[config.mk]
export PLATFORM = sky130hd
export DESIGN_NAME = load_store_unit_flat
export DESIGN_NICKNAME = d
export VERILOG_FILES = /design/src/rtl/load_store_unit_pkg.sv /design/src/rtl/load_store_unit_if.sv /design/src/rtl/load_store_unit_data_align.sv /design/src/rtl/load_store_unit.sv /design/src/flat_wrapper.sv
export SDC_FILE = /design/constraint.sdc
export NUM_CORES = 1
export LEC_CHECK = 0
export ABC_AREA = 1
export ABC_CLOCK_PERIOD_IN_PS = 3800
export BUFFER_PORTS_ARGS = -buffer_cell sky130_fd_sc_hd__buf_2
export CAP_MARGIN = 30
export CORE_MARGIN = 3
export CORE_UTILIZATION = 51
export CTS_CLUSTER_SIZE = 8
export DETAILED_ROUTE_END_ITERATION = 16
export MAX_ROUTING_LAYER = met4
export PLACE_DENSITY_LB_ADDON = 0.15
export REMOVE_ABC_BUFFERS = 1
export SKIP_CTS_REPAIR_TIMING = 1
export SLEW_MARGIN = 0
export SYNTH_ARGS = -nofsm -noshare
export SYNTH_HDL_FRONTEND = slang
export SYNTH_HIERARCHICAL = 1
export SYNTH_SLANG_ARGS = --single-unit
[constraint.sdc]
create_clock -name clk -period 3.8 [get_ports clk]
set_clock_uncertainty 0.15 [all_clocks]
set_input_delay 0.19 -clock clk [delete_from_list [all_inputs] [get_ports clk]]
set_output_delay 0.19 -clock clk [all_outputs]
set_load 0.005 [all_outputs]
[src/rtl/load_store_unit_pkg.sv]
// Shared definitions for the load/store unit: access-size encodings,
// controller states, request payload and the request error check.
package load_store_unit_pkg;

    localparam int unsigned DATA_WIDTH = 32;

    localparam logic [1:0] SIZE_BYTE = 2'b00;
    localparam logic [1:0] SIZE_HALF = 2'b01;
    localparam logic [1:0] SIZE_WORD = 2'b10;

    typedef enum logic [1:0] {
        IDLE  = 2'd0,
        READ  = 2'd1,
        WRITE = 2'd2,
        RESP  = 2'd3
    } lsu_state_e;

    // Request fields held for the whole transaction (address kept separately
    // because its width is a parameter of the unit).
    typedef struct packed {
        logic                  write;
        logic [1:0]            size;
        logic                  is_unsigned;
        logic [DATA_WIDTH-1:0] wdata;
    } lsu_req_t;

    // Illegal size always errors; alignment errors only when checking is on.
    function automatic logic req_error(input logic [1:0] size,
                                       input logic [1:0] addr_lo,
                                       input logic       check_align);
        logic bad;
        bad = (size == 2'b11);
        if (check_align) begin
            if (size == SIZE_HALF && addr_lo[0])        bad = 1'b1;
            if (size == SIZE_WORD && addr_lo != 2'b00)  bad = 1'b1;
        end
        return bad;
    endfunction

endpackage

[src/rtl/load_store_unit_if.sv]
// Request/response handshake and memory-side signals of the load/store unit.
//   slave  : view taken by load_store_unit
//   master : view taken by the pipeline stage plus main memory
interface load_store_unit_if #(
    parameter int unsigned ADDR_WIDTH = 32
);
    import load_store_unit_pkg::*;

    logic                  reqValid;
    logic                  reqReady;
    logic                  reqWrite;
    logic [1:0]            reqSize;
    logic                  reqUnsigned;
    logic [ADDR_WIDTH-1:0] reqAddress;
    logic [DATA_WIDTH-1:0] reqWriteData;

    logic                  respValid;
    logic                  respReady;
    logic [DATA_WIDTH-1:0] respReadData;
    logic                  respError;

    logic [ADDR_WIDTH-1:0] memAddress;
    logic                  memReadEnable;
    logic                  memWriteEnable;
    logic [DATA_WIDTH-1:0] memWriteData;
    logic [DATA_WIDTH-1:0] memReadData;

    modport slave (
        input  reqValid, reqWrite, reqSize, reqUnsigned, reqAddress, reqWriteData,
        input  respReady, memReadData,
        output reqReady, respValid, respReadData, respError,
        output memAddress, memReadEnable, memWriteEnable, memWriteData
    );

    modport master (
        output reqValid, reqWrite, reqSize, reqUnsigned, reqAddress, reqWriteData,
        output respReady, memReadData,
        input  reqReady, respValid, respReadData, respError,
        input  memAddress, memReadEnable, memWriteEnable, memWriteData
    );

endinterface

[src/rtl/load_store_unit_data_align.sv]
// Combinational data steering for big-endian sub-word accesses.
//   size, is_unsigned : access size and zero-extend select
//   read_word         : memory word starting at the access address
//   store_data        : right-aligned store data
//   load_data         : extracted and extended load result
//   merged_data       : store data placed in the top bytes, rest from read_word
module lsu_data_align
    import load_store_unit_pkg::*;
(
    input  logic [1:0]            size,
    input  logic                  is_unsigned,
    input  logic [DATA_WIDTH-1:0] read_word,
    input  logic [DATA_WIDTH-1:0] store_data,
    output logic [DATA_WIDTH-1:0] load_data,
    output logic [DATA_WIDTH-1:0] merged_data
);

    logic fill;

    // The addressed byte is the most significant one of the read word.
    always_comb begin
        load_data   = read_word;
        merged_data = store_data;
        fill        = 1'b0;
        case (size)
            SIZE_BYTE: begin
                fill        = !is_unsigned && read_word[31];
                load_data   = {{24{fill}}, read_word[31:24]};
                merged_data = {store_data[7:0], read_word[23:0]};
            end
            SIZE_HALF: begin
                fill        = !is_unsigned && read_word[31];
                load_data   = {{16{fill}}, read_word[31:16]};
                merged_data = {store_data[15:0], read_word[15:0]};
            end
            default: ;
        endcase
    end

endmodule

[src/rtl/load_store_unit.sv]
// Load/store unit: turns byte/halfword/word requests into single-word memory
// cycles, using read-modify-write for sub-word stores. One transaction at a time.
//   clk, reset : clock, asynchronous active-high reset
//   bus        : request/response handshake and memory port (slave view)
module load_store_unit
    import load_store_unit_pkg::*;
#(
    parameter int unsigned ADDR_WIDTH  = 32,
    parameter bit          CHECK_ALIGN = 1'b1
) (
    input  logic              clk,
    input  logic              reset,
    load_store_unit_if.slave  bus
);

    lsu_state_e            state_q, state_d;
    lsu_req_t              req_q;
    logic [ADDR_WIDTH-1:0] addr_q;
    logic                  err_q;
    logic [DATA_WIDTH-1:0] rdata_q;

    logic                  accept_c;
    logic                  req_err_c;
    logic [DATA_WIDTH-1:0] load_data_c;
    logic [DATA_WIDTH-1:0] merged_c;

    assign accept_c  = (state_q == IDLE) && bus.reqValid;
    assign req_err_c = req_error(bus.reqSize, bus.reqAddress[1:0], CHECK_ALIGN);

    lsu_data_align u_align (
        .size        (req_q.size),
        .is_unsigned (req_q.is_unsigned),
        .read_word   (rdata_q),
        .store_data  (req_q.wdata),
        .load_data   (load_data_c),
        .merged_data (merged_c)
    );

    // State, captured request and read-data registers.
    always_ff @(posedge clk or posedge reset) begin
        if (reset) begin
            state_q <= IDLE;
            req_q   <= '0;
            addr_q  <= '0;
            err_q   <= 1'b0;
            rdata_q <= '0;
        end else begin
            state_q <= state_d;
            if (accept_c) begin
                req_q.write       <= bus.reqWrite;
                req_q.size        <= bus.reqSize;
                req_q.is_unsigned <= bus.reqUnsigned;
                req_q.wdata       <= bus.reqWriteData;
                addr_q            <= bus.reqAddress;
                err_q             <= req_err_c;
            end
            if (state_q == READ) rdata_q <= bus.memReadData;
        end
    end

    // Next state and state-decoded outputs; enables come straight from state
    // so an asynchronous reset removes a pending write immediately.
    always_comb begin
        state_d            = state_q;
        bus.reqReady       = 1'b0;
        bus.respValid      = 1'b0;
        bus.respReadData   = '0;
        bus.respError      = 1'b0;
        bus.memReadEnable  = 1'b0;
        bus.memWriteEnable = 1'b0;
        bus.memAddress     = '0;
        bus.memWriteData   = '0;
        case (state_q)
            IDLE: begin
                bus.reqReady = 1'b1;
                if (bus.reqValid) begin
                    if (req_err_c)                      state_d = RESP;
                    else if (!bus.reqWrite)             state_d = READ;
                    else if (bus.reqSize == SIZE_WORD)  state_d = WRITE;
                    else                                state_d = READ;
                end
            end
            READ: begin
                bus.memReadEnable = 1'b1;
                bus.memAddress    = addr_q;
                state_d           = req_q.write ? WRITE : RESP;
            end
            WRITE: begin
                bus.memWriteEnable = 1'b1;
                bus.memAddress     = addr_q;
                bus.memWriteData   = merged_c;
                state_d            = RESP;
            end
            RESP: begin
                bus.respValid = 1'b1;
                bus.respError = err_q;
                if (!err_q && !req_q.write) bus.respReadData = load_data_c;
                if (bus.respReady) state_d = IDLE;
            end
            default: state_d = IDLE;
        endcase
    end

endmodule

[src/flat_wrapper.sv]
// flat-port wrapper written by rule: the top's interface ports become plain ports
module load_store_unit_flat import load_store_unit_pkg::*;
#(
    parameter int unsigned ADDR_WIDTH  = 32,
    parameter bit          CHECK_ALIGN = 1'b1
)
  (clk, reset, bus_reqValid, bus_reqWrite, bus_reqSize, bus_reqUnsigned, bus_reqAddress, bus_reqWriteData, bus_respReady, bus_memReadData, bus_reqReady, bus_respValid, bus_respReadData, bus_respError, bus_memAddress, bus_memReadEnable, bus_memWriteEnable, bus_memWriteData);
  load_store_unit_if #(.ADDR_WIDTH(ADDR_WIDTH)) bus_i ();
  input  logic clk;
  input  logic reset;
  input wire logic [$bits(bus_i.reqValid)-1:0] bus_reqValid;
  input wire logic [$bits(bus_i.reqWrite)-1:0] bus_reqWrite;
  input wire logic [$bits(bus_i.reqSize)-1:0] bus_reqSize;
  input wire logic [$bits(bus_i.reqUnsigned)-1:0] bus_reqUnsigned;
  input wire logic [$bits(bus_i.reqAddress)-1:0] bus_reqAddress;
  input wire logic [$bits(bus_i.reqWriteData)-1:0] bus_reqWriteData;
  input wire logic [$bits(bus_i.respReady)-1:0] bus_respReady;
  input wire logic [$bits(bus_i.memReadData)-1:0] bus_memReadData;
  output wire logic [$bits(bus_i.reqReady)-1:0] bus_reqReady;
  output wire logic [$bits(bus_i.respValid)-1:0] bus_respValid;
  output wire logic [$bits(bus_i.respReadData)-1:0] bus_respReadData;
  output wire logic [$bits(bus_i.respError)-1:0] bus_respError;
  output wire logic [$bits(bus_i.memAddress)-1:0] bus_memAddress;
  output wire logic [$bits(bus_i.memReadEnable)-1:0] bus_memReadEnable;
  output wire logic [$bits(bus_i.memWriteEnable)-1:0] bus_memWriteEnable;
  output wire logic [$bits(bus_i.memWriteData)-1:0] bus_memWriteData;
  assign bus_i.reqValid = bus_reqValid;
  assign bus_i.reqWrite = bus_reqWrite;
  assign bus_i.reqSize = bus_reqSize;
  assign bus_i.reqUnsigned = bus_reqUnsigned;
  assign bus_i.reqAddress = bus_reqAddress;
  assign bus_i.reqWriteData = bus_reqWriteData;
  assign bus_i.respReady = bus_respReady;
  assign bus_i.memReadData = bus_memReadData;
  assign bus_reqReady = bus_i.reqReady;
  assign bus_respValid = bus_i.respValid;
  assign bus_respReadData = bus_i.respReadData;
  assign bus_respError = bus_i.respError;
  assign bus_memAddress = bus_i.memAddress;
  assign bus_memReadEnable = bus_i.memReadEnable;
  assign bus_memWriteEnable = bus_i.memWriteEnable;
  assign bus_memWriteData = bus_i.memWriteData;
  load_store_unit #(.ADDR_WIDTH(ADDR_WIDTH), .CHECK_ALIGN(CHECK_ALIGN)) u_core (.clk(clk), .reset(reset), .bus(bus_i));
endmodule
# [Word-level counts from Yosys, hierarchy flattened]
# Index checks and enable logic that the tools add are counted.
[word_totals] out_inout_bits=101 wordCells=50 inputBits=104 register_bits=103
[op_classes] reduce_logical=13 muxes=20 n_eq_ne=9
[op_table] operator="2-to-1 mux 32 bit" count=4
[op_table] operator="case mux 32 bit (2 select lines)" count=2
[op_table] operator="2-to-1 mux 2 bit" count=5
[op_table] operator="equality test 2 bit, second input constant" count=4
[op_table] operator="2-to-1 mux 1 bit" count=8
[op_table] operator="case mux 2 bit (4 select lines)" count=1
[op_table] operator="equality test 2 x 1 -> 1 bit, second input constant" count=3
[op_table] operator="logical AND 1 bit" count=5
[op_table] operator="zero test 2 bit" count=2
[op_table] operator="!= test 2 bit, second input constant" count=2
[op_table] operator="zero test 1 bit" count=3
[op_table] operator="AND reduction 2 bit" count=1
[op_table] operator="nonzero test 2 bit" count=1
[op_table] operator="OR reduction 2 bit" count=1

# [Logic depth before layout (Yosys ltp)]
# Gate-level depths: netlist (run 1).
[depth] ltp_word=7 depth_mapped=9 depth_no_buf=8

# [By module]
# The synthesis (run 1) kept the hierarchy.
[modules_own_cells] mod="load_store_unit" seq_area_each_um2=2577.5 area_each_um2=4817.1 n_inst=1 cells_per_inst=533
[modules_own_cells] mod="lsu_data_align" seq_area_each_um2=0.0 area_each_um2=991.0 n_inst=1 cells_per_inst=224

# [Worst setup path before layout (run 1)]
# Ideal clock, no wire load.
[synth_path] path_type="register to output" from="register u_core.state_q[0]" to="output bus_memAddress[10]" slack_ns=2.177 path_buffers=2 required_time_ns=3.460 arrival_ns=1.283 stages_incl_launch_ff=7 path_cell_list="dfrtp_1 inv_1 ha_1 clkbuf_1 clkbuf_1 nand2_1 inv_1"
[synth_between] elab_chain_cells=3 elab_cells_between_ends=4 classes_between="eq/ne: 2; mux: 1; reduce/logical: 1"
[synth_rtl] item="from (decl)" line_no="load_store_unit.sv:16" source="lsu_state_e state_q, state_d;"
[synth_rtl] item="from (signal assigned)" line_no="load_store_unit.sv:48" source="state_q <= state_d;"
[synth_rtl] item="equality test 2 bit or equality test 2 x 1 -> 1 bit (tied branches)" line_no="load_store_unit.sv:73" source="case (state_q)"
[synth_rtl] item="OR reduction 2 bit (no line) *"
[synth_rtl] item="2-to-1 mux 32 bit *" line_no="load_store_unit.sv:73"
[synth_rtl] item="to (decl)" line_no="flat_wrapper.sv:23" source="output wire logic [$bits(bus_i.memAddress)-1:0] bus_memAddress;"
# Every way passes the cells marked *; elsewhere a longest branch is shown, timed or not.

# [Worst setup path in the final report (run 1)]
[layout_path] from="register u_core/req_q[34] (netlist name)" to="output bus_respReadData[27]"
[layout_between] elab_chain_cells=4 elab_cells_between_ends=5 classes_between="eq/ne: 1; mux: 3; reduce/logical: 1"
[layout_rtl] item="equality test 2 x 1 -> 1 bit or zero test 2 bit (tied branches)" line_no="load_store_unit_data_align.sv:25" source="case (size)"
[layout_rtl] item="case mux 32 bit (2 select lines) *" line_no="load_store_unit_data_align.sv:25"
[layout_rtl] item="named net u_core.load_data_c[27]" line_no="load_store_unit.sv:24" source="logic [DATA_WIDTH-1:0] load_data_c;"
[layout_rtl] item="2-to-1 mux 32 bit *" line_no="load_store_unit.sv:97" source="if (!err_q && !req_q.write) bus.respReadData = load_data_c;"
[layout_rtl] item="2-to-1 mux 32 bit *" line_no="load_store_unit.sv:73"
[layout_rtl] item="to (decl)" line_no="flat_wrapper.sv:21" source="output wire logic [$bits(bus_i.respReadData)-1:0] bus_respReadData;"
# Mark *: on every way through the listed nets, which the timed path passes. The rest lies on a longest branch.

==> results.md, run 1 <==
* RSZ-0062 raised after global routing: no
* Post-synthesis cell type count at 21
* Crit Reg-Reg Startpoint: u_core/state_q[0]
* H-tree depth at 3
* Clock buffer depth at 2
* Num ports at 205
* Power share of the clock group at between 10 and 15%
* ANT cells at 0
* Startpoint types: flip-flop
* Hold path start: bus_reqSize[1]
* WHS Path Cells at 3
* Fill cell count at 862
* Final Cycle Share at between 60% and 70%
* Area contributors post-synth: dfrtp_1, nand2_1, mux2_2
* Reg2Reg Depth at 4
* Area leader, netlist: dfrtp_1
* Area share of the largest cell type after synthesis at 44.4%
* Relative slew slack at around 34%
* Reg-to-reg setup timing slack at 1.57 ns
* Part of the power in registers at roughly 33%
* CP arrival at 2.24 ns
* CP Class: flip-flop to primary output
* Gr ovfl total at 0
* Synthesized instance count at between 700 and 800
* Ys Warns at 6
* Switching share of power at 43.1%
* CTS Buf Count at 9
* Avg Vias per Cell at 4.85
* Max Cap Viol at 0
* Core Region at 11000 um2
* Initial antenna violation count at 0
* Hold Path Class: input port to flip-flop
* DRC at 0
* CP Capture Type: primary output
* Clock Tree Root: clkbuf_16
* Routability cong. at about 0.81
* Fin Setup TNS at 0 ns
* Post-Syn Area at 5810 um2
* Count of final hold-check violations at 0
* Worst-margin pin slew at 0.996 ns
* Vias at 5731
* Starting density of the core at 52.9%
* Leak Pwr at 4.85 nW
* Psw at between 2 and 3 mW
* Die area at 12700 um2
* Largest net degree at the start of global routing at 73
* Fmax at between 0.3 and 0.4 GHz
* Clock sink count at 103
* CP Launch Point: u_core/req_q[34]
* Pwr/cell area at 771 nW/um2
* Number of global-route vias before repair at 4956
* Sequential share of the synthesized area at roughly 44%
* First-pass GRT wire length at ~24000 um
* Status: completed
* Worst skew pair latency at 0.33 ns
* IO buf count at just over 200
* R2R Path End: u_core/req_q[31]
* Pins Over Slew Limit at 0
* Antenna Nets Post-Route at 0
* Synth Register Bits at 103
* Post-DR wirelength/cell at 14.1 um
* First drt pass iteration count at 5
* Die height at 113 um
* VDD IR max at 431 uV
* Clock transition at path regs at 0.07 ns
* Commonest non-fill, non-tap cell in the layout: nand2_1
* Nets at about 1.1k
* Std cell rows at 38
* Comb pwr share at a little over half
* Area growth, synth to finish at 39.6%
* Hold Crit Endpoint: u_core/req_q[34]
* WHS at 0.0477 ns
* Synthesized area per cell at between 7 and 8 um2
* Width of the die at 113 um
* Int Pwr at between 3 and 4 mW
* First DRT Iteration DRCs at 413
* Hpwl dp at 10200 um
* Fin crit period at 2.58 ns
* Total Routing Usage GR at 23.4%
* Final setup violation count at 0
* DRT Wirelength at between 15000 and 20000 um
* Worst Path Max Fanout at 50
* Commonest cells after routing, fill and taps aside: nand2_1, buf_2, inv_1
* Critical Path RT at approximately 3.5 ns
* Layout cells sized above 1 at 29.0%
* CTS tree: yes
==> cell families (layout without fill, tap and decap cells) <==
group | Yosys count | after routing | synth area share [%]
fa+ha+maj | 4 | 4 | 0.862
buf+inv | 153 | 437 | 11.8
compound gates | 4 | 4 | 0.345
simple gates | 427 | 427 | 29.5
flops | 103 | 103 | 44.4
mux | 66 | 66 | 13.1
==> critical path: stages (launching register included) <==
cell     delay, ns
dfrtp_2       0.41
inv_2         0.63
nand2_2       0.42
nand2_1       0.14
inv_1         0.05
nor2_1        0.11
buf_2         0.13
==> state kept, by name (all words and copies together) (netlist names) <==
signal	flops
u_core/addr_q	32
u_core/state_q	2
u_core/err_q	1
u_core/req_q	36
u_core/rdata_q	32
==> routing by layer <==
metal	global-route usage, %	part of all wire (%)	wire length (um)	vias to the layer above
li1	-	-	-	2839
met1	32.7	44	7380	2631
met2	36.3	47	7880	245
met3	3.53	7.0	1160	16
met4	5.85	1.2	204	0
met5	-	0	0	-
==> per-stage QoR <==
| step | std cells | utilization [%] | instance area, um2 | power, mW | setup slack (ns) |
|---|---|---|---|---|---|
| floorplan | 713 | - | 5530 | 4.08 | 0.756 |
| global placement | 1064 | 61.8 | 6790 | 5.16 | 1.56 |
| detailed placement | 1066 | 62.3 | 6840 | 5.27 | 1.59 |
| CTS | 1082 | 64.8 | 7110 | 6.15 | 1.24 |
| global route | 1181 | 73.8 | 8110 | 6.80 | 1.05 |
| finish | 1181 | 73.8 | 8110 | 6.25 | 1.22 |
==> area by class of cell <==
class                      instances  area (um2)  share of cell area [%]
clock buffer                      10         229                    2.82
clock inverter                     6        43.8                   0.540
inverter                         109         412                    5.08
multi-input combinational        501        2550                    31.4
sequential                       103        2580                    31.8
tap                              140         175                    2.16
timing repair buffer             312        2120                    26.2
==> cells in the mapped netlist, drive strengths merged <==
cell	instances
nand2	319
inv	109
dfrtp	103
mux2	66
nand3	64
nor2	43
clkbuf	23
buf	21
ha	4
o21ai	3
a21oi	1
nor3	1
==> worst max-delay path by stage <==
stage	to	cells past startpoint
final	bus_respReadData[27]	6
after global routing	bus_respReadData[23]	6
after CTS	bus_respReadData[20]	6
after detailed placement	bus_respReadData[20]	6
after global placement	bus_respReadData[26]	6
after floorplan	u_core/addr_q[0]	1
==> power groups by stage <==
| stage | combinational [mW] | sequential, mW | clock (mW) |
|---|---|---|---|
| 2_1_floorplan | 2.03 | 2.05 | 0 |
| 3_3_place_gp | 3.09 | 2.07 | 0 |
| 3_5_place_dp | 3.19 | 2.08 | 0 |
| 4_1_cts | 3.21 | 2.06 | 0.882 |
| 5_1_grt | 3.73 | 2.15 | 0.923 |
| 6_report | 3.31 | 2.08 | 0.865 |
(Power assumes the default switching activity.)
==> run 2: changes to the inputs <==
--- a/config.mk
+++ b/config.mk
@@ -6,11 +6,11 @@
 export NUM_CORES = 1
 export LEC_CHECK = 0
 export ABC_AREA = 1
-export ABC_CLOCK_PERIOD_IN_PS = 3800
+export ABC_CLOCK_PERIOD_IN_PS = 2100
 export BUFFER_PORTS_ARGS = -buffer_cell sky130_fd_sc_hd__buf_2
 export CAP_MARGIN = 30
 export CORE_MARGIN = 3
-export CORE_UTILIZATION = 51
+export CORE_UTILIZATION = 46
 export CTS_CLUSTER_SIZE = 8
 export DETAILED_ROUTE_END_ITERATION = 16
 export MAX_ROUTING_LAYER = met4
==> constraint.sdc (replaced) <==
create_clock -name clk -period 2.1 [get_ports clk]
set_clock_uncertainty 0.15 [all_clocks]
set_input_delay 0.105 -clock clk [delete_from_list [all_inputs] [get_ports clk]]
set_output_delay 0.105 -clock clk [all_outputs]
set_load 0.005 [all_outputs]
==> run 2 against run 1 <==
First-iteration DRC count grew 1.5%. Global-route usage down 0.79 points. Non-clock buffer count grew 16. Total power grew 85%. Hold slack got worse by 0.019 ns. Via count is 1.9% higher. Sequential cell count unchanged. Sequential power rose by 81%. Combinational power rose by 87%. Die area is 10% higher. Largest power group unchanged.
==> results.md, run 2 (same netlist as run 1, synthesis figures left out) <==
* Status: completed
* Area growth, synth to finish at 43.1%
* Die height at 118 um
* CP Capture Type: primary output
* CTS tree: yes
* Post-DR wirelength/cell at 13.9 um
* Pins Over Slew Limit at 0
* R2R Path End: u_core/addr_q[22]
* Worst skew pair latency at 0.34 ns
* CP Class: flip-flop to primary output
* CP max stage delay at 0.48 ns
* First drt pass iteration count at 5
* Worst-margin pin slew at 0.372 ns
* Hpwl dp at 10900 um
* WHS Path Cells at 6
* Pwr/cell area at about 1400 nW/um2
* Gr ovfl total at 0
* Reg2Reg Depth at 5
* RSZ-0062 raised after global routing: yes
* Std cell rows at 40
* Relative slew slack at 75.2%
* Hold path start: bus_respReady
* Fin crit period at 1.96 ns
* Width of the die at 118 um
* Starting density of the core at 47.8%
* Reg-to-reg setup timing slack at 0.22 ns
* Largest registers: u_core/req_q: 36 flops, u_core/addr_q: 32 flops, u_core/rdata_q: 32 flops
* Worst Path Max Fanout at 15
* Num ports at around 210
* Post-route cell area at 8310 um2
* Crit-path cells: inv_4 -> buf_12 -> nand3_1 -> nand3_1 -> inv_1 -> nor2_1 -> buf_2
* Clock Tree Root: clkbuf_16
* CP arrival at 1.71 ns
* Placed instance area at 6980 um2
* Critical Path RT at 1.85 ns
* Startpoint types: flip-flop
* Final Cycle Share at 93.4%
* Commonest non-fill, non-tap cell in the layout: nand2_1
* Max FFs per register at 36
* Antenna Nets Post-Route at 0
* Crit path top cell by count: nand3_1
* Fmax at 0.510 GHz
* Final worst setup slack at 0.138 ns
* Avg Vias per Cell at around 4.8
* Largest net degree at the start of global routing at 43
* CTS Buf Count at 9
* Die area at 14000 um2
* Clock buffer depth at 2
* Number of global-route vias before repair at 5314
* Routability cong. at 0.844
* Nets at 1160
* Pwr Total at ~12 mW
* Final setup violation count at 0
* Critical path's slowest cell: dfrtp_2
* Layout cells sized above 1 at 29.6%
* Fill cell count at 1061
* Count of final hold-check violations at 0
* DRC at 0
* Stages on worst setup path at 7
* Fin Setup TNS at 0 ns
* First DRT Iteration DRCs at 419
* First-pass GRT wire length at 25500 um
* IO buf count at just over 200
* ANT cells at 0
* Crit Reg-Reg Startpoint: u_core/state_q[0]
* Hold Crit Endpoint: u_core/state_q[1]
* H-tree depth at 3
* Clock sink count at 103
* Non-Filler Instances at 1223
* Inst Count DP at 1105
* VDD IR max at between 800 and 900 uV
* Dpl ws at about 0.23 ns
* DRT Wirelength at around 17000 um
* Vias at 5841
* Hold Path Class: input port to flip-flop
* WP buf/inv at 4
* Top reg by flops: u_core/req_q
* Max Cap Viol at 0
* Core Region at 12200 um2
* Top delay family on crit path: buffers and inverters
* Initial antenna violation count at 0
* Total Routing Usage GR at 22.6%
* Leak Pwr at about 5 nW
* Clock transition at path regs at 0.07 ns
* Commonest cells after routing, fill and taps aside: nand2_1, buf_2, inv_1
run 2: power breakdown:
group	total [mW]	leakage [nW]	internal (mW)	switching, mW
Clock	1.62	0.136	0.945	0.679
Combinational	6.19	3.58	2.77	3.41
Sequential	3.77	1.23	3.01	0.767
Total	11.6	4.95	6.72	4.86
run 2: worst max-delay path by stage:
stage | from | endpoint | slack [ns]
floorplan | reset | u_core/addr_q[0] | -0.86
global placement | u_core/state_q[0] | u_core/req_q[15] | 0.28
detailed placement | u_core/state_q[0] | u_core/addr_q[22] | 0.23
CTS | u_core/req_q[34] | bus_respReadData[19] | -0.03
global route | u_core/req_q[34] | bus_respReadData[10] | -0.007
finish | u_core/req_q[34] | bus_respReadData[10] | 0.14
run 2: metal layers:
metal | up-vias | part of all wire (%) | wire length [um] | track usage (%)
li1 | 2871 | - | - | -
met1 | 2706 | 42 | 7140 | 28.7
met2 | 236 | 49 | 8360 | 36.3
met3 | 28 | 7.1 | 1200 | 5.12
met4 | 0 | 1.9 | 331 | 6.96
met5 | - | 0 | 0 | -
run 2: final cells by class:
| cell class | instances | area [um2] | share of cell area, % |
|---|---|---|---|
| sequential | 103 | 2580 | 31.0 |
| multi-input combinational | 501 | 2550 | 30.7 |
| timing repair buffer | 328 | 2270 | 27.4 |
| inverter | 109 | 414 | 4.98 |
| clock buffer | 13 | 250 | 3.01 |
| tap | 168 | 210 | 2.53 |
| clock inverter | 1 | 30.0 | 0.361 |
run 2: tightest hold or removal path: cells and delay by family:
family | cells | cell delay [ns]
buffers and inverters | 2 | 0.10
AND/OR/NAND/NOR | 4 | 0.27
run 2: per-stage QoR:
| step | utilization [%] | hold WS, ns |
|---|---|---|
| after floorplan | - | 0.0675 |
| after global placement | 57.4 | -0.0312 |
| after detailed placement | 57.4 | -0.0288 |
| after CTS | 59.7 | -0.395 |
| after global routing | 68.3 | 0.0786 |
| final | 68.3 | 0.0283 |
